==> src/rtl/mem_dump_pkg.sv <==
// Shared definitions for the memory dump controller: default widths and FSM states.
// The CHK state exists only when MEM_DUMP_CHECKSUM_EN is defined.
package mem_dump_pkg;

    localparam int unsigned DEF_ADDR_BUS  = 11;
    localparam int unsigned DEF_DATA_SIZE = 16;

    typedef enum logic [2:0] {
        IDLE = 3'd0,
        READ = 3'd1,
        SEND = 3'd2,
        DONE = 3'd3
`ifdef MEM_DUMP_CHECKSUM_EN
        , CHK = 3'd4
`endif
    } state_t;

    // Width of a byte index into a word of nb bytes; never narrower than 1 bit.
    function automatic int unsigned idx_width(input int unsigned nb);
        return (nb > 1) ? $clog2(nb) : 1;
    endfunction

endpackage

==> src/rtl/mem_dump_byte_sel.sv <==
// Byte selection from the word register: index 0 picks the most significant byte.
module mem_dump_byte_sel
    import mem_dump_pkg::*;
#(
    parameter  int unsigned data_size = DEF_DATA_SIZE,
    localparam int unsigned NB        = data_size / 8,
    localparam int unsigned IW        = idx_width(data_size / 8)
) (
    input  logic [data_size-1:0] word,
    input  logic [IW-1:0]        byte_idx,
    output logic [7:0]           sel_byte
);

    always_comb begin
        sel_byte = '0;
        for (int unsigned i = 0; i < NB; i++) begin
            if (byte_idx == IW'(i)) begin
                sel_byte = word[(NB-1-i)*8 +: 8];
            end
        end
    end

endmodule

==> src/rtl/mem_dump_ctrl.sv <==
// Dumps data memory words 0..Last_Addr to a byte-wide transmitter, MSB byte first.
// Define MEM_DUMP_CHECKSUM_EN to append an XOR checksum byte after the last word.
module mem_dump_ctrl
    import mem_dump_pkg::*;
#(
    parameter int unsigned addr_bus  = DEF_ADDR_BUS,
    parameter int unsigned data_size = DEF_DATA_SIZE
) (
    input  logic                 Clk,
    input  logic                 Reset,
    input  logic                 Start,
    input  logic [addr_bus-1:0]  Last_Addr,
    output logic                 Mem_Rd,
    output logic                 Mem_Wr,
    output logic [addr_bus-1:0]  Mem_Addr,
    output logic [data_size-1:0] Mem_In_Data,
    input  logic [data_size-1:0] Mem_Out_Data,
    output logic [7:0]           Tx_Data,
    output logic                 Tx_Valid,
    input  logic                 Tx_Ready,
    output logic                 Busy,
    output logic                 Done
);

    localparam int unsigned NB = data_size / 8;
    localparam int unsigned IW = idx_width(NB);
    localparam logic [IW-1:0] LAST_IDX = IW'(NB - 1);

    state_t               state;
    logic [addr_bus-1:0]  addr_cnt;
    logic [addr_bus-1:0]  last_reg;
    logic [data_size-1:0] word_reg;
    logic [IW-1:0]        byte_idx;
    logic [7:0]           sel_byte;
`ifdef MEM_DUMP_CHECKSUM_EN
    logic [7:0]           csum;
`endif

    mem_dump_byte_sel #(
        .data_size (data_size)
    ) u_byte_sel (
        .word     (word_reg),
        .byte_idx (byte_idx),
        .sel_byte (sel_byte)
    );

    always_ff @(posedge Clk or negedge Reset) begin
        if (!Reset) begin
            state    <= IDLE;
            addr_cnt <= '0;
            last_reg <= '0;
            word_reg <= '0;
            byte_idx <= '0;
`ifdef MEM_DUMP_CHECKSUM_EN
            csum     <= '0;
`endif
        end else begin
            case (state)
                IDLE: begin
                    if (Start) begin
                        state    <= READ;
                        addr_cnt <= '0;
                        last_reg <= Last_Addr;
                        byte_idx <= '0;
`ifdef MEM_DUMP_CHECKSUM_EN
                        csum     <= '0;
`endif
                    end
                end
                READ: begin
                    word_reg <= Mem_Out_Data;
                    state    <= SEND;
                end
                SEND: begin
                    if (Tx_Ready) begin
`ifdef MEM_DUMP_CHECKSUM_EN
                        csum <= csum ^ sel_byte;
`endif
                        if (byte_idx != LAST_IDX) begin
                            byte_idx <= byte_idx + 1'b1;
                        end else if (addr_cnt == last_reg) begin
                            // Compare before incrementing so the top address never wraps.
`ifdef MEM_DUMP_CHECKSUM_EN
                            state <= CHK;
`else
                            state <= DONE;
`endif
                        end else begin
                            addr_cnt <= addr_cnt + 1'b1;
                            byte_idx <= '0;
                            state    <= READ;
                        end
                    end
                end
`ifdef MEM_DUMP_CHECKSUM_EN
                CHK: begin
                    if (Tx_Ready) begin
                        state <= DONE;
                    end
                end
`endif
                DONE: begin
                    state <= IDLE;
                end
                default: begin
                    state <= IDLE;
                end
            endcase
        end
    end

    // Outputs decode directly from the state register so reset clears them at once.
    always_comb begin
        Tx_Data = '0;
        case (state)
            SEND:    Tx_Data = sel_byte;
`ifdef MEM_DUMP_CHECKSUM_EN
            CHK:     Tx_Data = csum;
`endif
            default: Tx_Data = '0;
        endcase
    end

`ifdef MEM_DUMP_CHECKSUM_EN
    assign Tx_Valid = (state == SEND) || (state == CHK);
`else
    assign Tx_Valid = (state == SEND);
`endif

    assign Mem_Rd      = (state == READ);
    assign Mem_Wr      = 1'b0;
    assign Mem_Addr    = addr_cnt;
    assign Mem_In_Data = '0;
    assign Busy        = (state != IDLE);
    assign Done        = (state == DONE);

endmodule

==> config.mk <==
export PLATFORM = sky130hd
export DESIGN_NAME = mem_dump_ctrl
export DESIGN_NICKNAME = d
export VERILOG_FILES = /design/src/rtl/mem_dump_pkg.sv /design/src/rtl/mem_dump_byte_sel.sv /design/src/rtl/mem_dump_ctrl.sv
export SDC_FILE = /design/constraint.sdc
export NUM_CORES = 1
export LEC_CHECK = 0
export BUFFER_PORTS_ARGS = -buffer_cell sky130_fd_sc_hd__buf_2
export CAP_MARGIN = 20
export CORE_MARGIN = 4
export CORE_UTILIZATION = 28
export CTS_CLUSTER_DIAMETER = 100
export DETAILED_ROUTE_END_ITERATION = 16
export GPL_ROUTABILITY_DRIVEN = 1
export SLEW_MARGIN = 20
export SYNTH_ARGS = -nofsm -noshare
export SYNTH_HDL_FRONTEND = slang
export SYNTH_SLANG_ARGS = --single-unit
==> constraint.sdc <==
create_clock -name Clk -period 2.7 [get_ports Clk]
set_input_delay 0.135 -clock Clk [delete_from_list [all_inputs] [get_ports Clk]]
set_output_delay 0.135 -clock Clk [all_outputs]
set_load 0.05 [all_outputs]
==> flow_metrics.env <==
export IMPL_status="finished with violations"
export IMPL_violations="hold timing"
export IMPL_worstSetupStartpointType="flop"
export IMPL_power_density_cell_area_nw_per_um2=1340
export IMPL_cp_num_buf_inv=0
export IMPL_detail_route_antenna_nets=0
export IMPL_syn_cell_area_um2=2170
export IMPL_synth_warnings=0
export IMPL_post_cts_repair_setup_buffers=0
export IMPL_final_area_um2=2590
export IMPL_insertedDiodeCount=0
export IMPL_timing_critical_path_cells="xor2_1, nor4_1, a31o_1, or4b_1, nand3_1"
export IMPL_numClockSinks=41
export IMPL_finClkSkew_ns=0.00659
export IMPL_syn_area_per_cell_um2=10.6
export IMPL_htreeDepth=2
export IMPL_globalRouteTotalUtil_pct=10.7
export IMPL_timing_reg2reg_worst_path_depth=5
export IMPL_instance_count_of_the_mapped_netlist=205
export IMPL_synth_top_area_share_pct=47.3
export IMPL_hold_violations=18
export IMPL_crit_required_ns=2.93
export IMPL_crit_arrival_ns=2.17
export IMPL_final_hold_worst_slack_ns=-0.0151
export IMPL_route_detailed_vias_per_inst=4.53
export IMPL_wl_per_cell_um=13.2
export IMPL_final_min_period_over_clock_period_pct=71.7
export IMPL_worst_path_class_setup="flop to flop"
export IMPL_ioPinCount=71
export IMPL_p_leak_uw=0.00123
export IMPL_cp_num_cells=5
export IMPL_n_fill_cell=761
export IMPL_post_synth_main_area_contributors="sky130_fd_sc_hd__dfrtp_1 (47%), sky130_fd_sc_hd__mux2_2 (14%), sky130_fd_sc_hd__buf_4 (5.9%)"
export IMPL_grt_first_pass_wirelength_um=7560
export IMPL_routed_wirelength_um=4760
export IMPL_cap_viol_max_count=0
export IMPL_grt_setup_unrepaired="no"
export IMPL_post_cts_resized_instances=0
export IMPL_slew_hr_pct=36.9
export IMPL_synth_distinct_cells=32
export IMPL_grt_start_max_net_pins=42
export IMPL_reg2reg_from="Mem_Addr[5]$_DFFE_PN0P_"
export IMPL_crit_fanout=21
export IMPL_floorplan_rows=31
export IMPL_cts_root_buffer="sky130_fd_sc_hd__clkbuf_8"
export IMPL_firstDrtPassIters=4
export IMPL_port_buffers=53
export IMPL_stdcell_count=360
export IMPL_worst_slew_pin_transition_ns=0.946
export IMPL_min_period_ns=1.94
export IMPL_clock_path_buffers=2
export IMPL_cp_slowest_cell="sky130_fd_sc_hd__or4b_1"
export IMPL_worst_r2r_setup_slack_ns=0.76
export IMPL_die_h_um=96
export IMPL_cpLargestDelayFamily="simple AND/OR/NAND/NOR gates"
export IMPL_achievable_frequency_mhz=516
export IMPL_async_set_reset_flop_share_out_of_synthesis_pct=100
export IMPL_drc_errors=0
export IMPL_initialDrtViolationCount=66
export IMPL_post_synth_edffs=0
export IMPL_total_instance_count_after_detailed_placement=353
export IMPL_die_width_um=96
export IMPL_clock_insertion_delay_worst_skew_ns=0.29
export IMPL_design_core_area_um2=7410
export IMPL_rr_endpoint="Mem_Addr[4]$_DFFE_PN0P_"
export IMPL_design_die_area_um2=9220
export IMPL_vdd_ir_drop_max_uv=489
export IMPL_startpoint="Mem_Addr[5]$_DFFE_PN0P_"
export IMPL_postSynthRegisterBits=41
export IMPL_slowest_delay_ns=0.58
export IMPL_gp_congestion=0.809
export IMPL_area_delta_synth_final_pct=19.5
export IMPL_synth_yosys_seq_area_share_pct=47.3
export IMPL_tritoncts="yes"
export IMPL_hold_class="primary input to asynchronous set/reset pin"
export IMPL_area_of_the_multi_input_gates_um2=1020
export IMPL_route_vias_total=1631
export IMPL_grt_pass1_vias=1547
export IMPL_drv_slew=0
export IMPL_initial_core_utilization_pct=29.3
export IMPL_setup_viol_count_final=0
export IMPL_dp_final_hpwl_um=3560
export IMPL_cp_end_kind="flop"
export IMPL_crit_path_end="Mem_Addr[4]$_DFFE_PN0P_"
export IMPL_largest_register_ff_count=16
export IMPL_grt_overflow_total=0
export IMPL_setup_tns_ns=0
export IMPL_initial_antenna_violation_count=0
export IMPL_final_nets=293
export IMPL_hold_buffers=0
export IMPL_clock_pin_slew_on_the_worst_setup_and_hold_paths_ns=0.08
export IMPL_postSynth_topFlopCell="sky130_fd_sc_hd__dfrtp_1"
export IMPL_final_layout_size_suffix_gt1_share_pct=35.6
export IMPL_cts_inserted_buffers=5
export IMPL_post_synth_top_area_cell="sky130_fd_sc_hd__dfrtp_1"
export IMPL_dpl_cell_area_um2=2490
export IMPL_flip_flop_and_latch_area_um2=1030
## synthesized netlist by cell type (2+ instances only)
library cell,count
sky130_fd_sc_hd__mux2_2,27
sky130_fd_sc_hd__buf_2,2
sky130_fd_sc_hd__nor4_1,6
sky130_fd_sc_hd__nand3_1,19
sky130_fd_sc_hd__o21ai_0,3
sky130_fd_sc_hd__and3_1,4
sky130_fd_sc_hd__a21oi_1,4
sky130_fd_sc_hd__clkbuf_1,4
sky130_fd_sc_hd__xor2_1,11
sky130_fd_sc_hd__nand2b_1,2
sky130_fd_sc_hd__nand2_1,17
sky130_fd_sc_hd__inv_1,4
sky130_fd_sc_hd__mux2i_1,8
sky130_fd_sc_hd__nand3b_1,2
sky130_fd_sc_hd__buf_4,17
sky130_fd_sc_hd__o211ai_1,2
sky130_fd_sc_hd__dfrtp_1,41
sky130_fd_sc_hd__or4b_1,5
sky130_fd_sc_hd__nor2_1,13
sky130_fd_sc_hd__o21ai_1,2
## metrics by stage
| step | util [%] | total power [uW] | worst slack [ns] |
|---|---|---|---|
| 3_5_place_dp | 33.6 | 3040 | 0.778 |
| 4_1_cts | 35.0 | 3530 | 0.755 |
| 3_3_place_gp | 33.6 | 3000 | 0.769 |
| 5_1_grt | 35.0 | 3730 | 0.599 |
| 6_report | 35.0 | 3470 | 0.763 |
| 2_1_floorplan | - | 2610 | 0.687 |
## layout by cell type (no fill, tap or decap), types with 2 or more instances in the layout
cell type	Yosys	final
sky130_fd_sc_hd__buf_4	17	5
sky130_fd_sc_hd__conb_1	1	17
sky130_fd_sc_hd__clkbuf_8	0	5
sky130_fd_sc_hd__or4b_1	5	5
sky130_fd_sc_hd__nand2_1	17	17
sky130_fd_sc_hd__o21ai_0	3	3
sky130_fd_sc_hd__inv_1	4	4
sky130_fd_sc_hd__mux2i_1	8	8
sky130_fd_sc_hd__a21oi_1	4	4
sky130_fd_sc_hd__xor2_1	11	11
sky130_fd_sc_hd__o21ai_1	2	2
sky130_fd_sc_hd__mux2_2	27	27
sky130_fd_sc_hd__o211ai_1	2	2
sky130_fd_sc_hd__nor4_1	6	6
sky130_fd_sc_hd__buf_2	2	53
sky130_fd_sc_hd__nor2_1	13	13
sky130_fd_sc_hd__nand2b_1	2	2
sky130_fd_sc_hd__nand3b_1	2	2
sky130_fd_sc_hd__nand3_1	19	19
sky130_fd_sc_hd__dfrtp_1	41	41
sky130_fd_sc_hd__and3_1	4	4
## how the worst min path moves through the flow
| stage | startpoint | end | slack, ns |
|---|---|---|---|
| 2_1_floorplan | Reset | Mem_Addr[0]$_DFFE_PN0P_ | -0.16 |
| 3_3_place_gp | Reset | last_reg[0]$_DFFE_PN0P_ | 0.34 |
| 3_5_place_dp | Reset | last_reg[0]$_DFFE_PN0P_ | 0.34 |
| 4_1_cts | Reset | Mem_Addr[10]$_DFFE_PN0P_ | 0.01 |
| 5_1_grt | Reset | Mem_Addr[6]$_DFFE_PN0P_ | 0.05 |
| 6_report | Reset | last_reg[0]$_DFFE_PN0P_ | -0.02 |
## per-layer routing
layer | up-vias | track usage, % | routed length (um)
li1 | 789 | - | -
met1 | 785 | 14.4 | 2220
met2 | 53 | 17.0 | 2200
met3 | 4 | 2.42 | 282
met4 | 0 | 3.55 | 57
met5 | - | 0 | 0
## power breakdown
group / switching, uW / leakage (uW) / total (uW) / internal, uW
sequential: 276 / 0.000492 / 1200 / 920
combinational: 1170 / 0.000686 / 1800 / 632
clock: 213 / 0.0000540 / 481 / 269
total: 1650 / 0.00123 / 3470 / 1820
## cell type report
class	instances	share of cell area, %
clock buffers	5	2.66
clock inverters	2	1.35
inverters	4	0.579
multi-input cells	151	39.4
flip-flops and latches	41	39.6
well taps	99	4.78
repair buffers	58	11.7
## logic make-up after synthesis
family	share of synthesized area, %
muxes	17.7
other	0.173
adders and majority gates	0.577
DFF	47.3
AOI/OAI and AO/OA	3.52
xor gates and xnor gates	4.44
and+or+nand+nor	17.8
buffers and inverters	8.42
No activity file was read; power rests on OpenSTA's default activity.
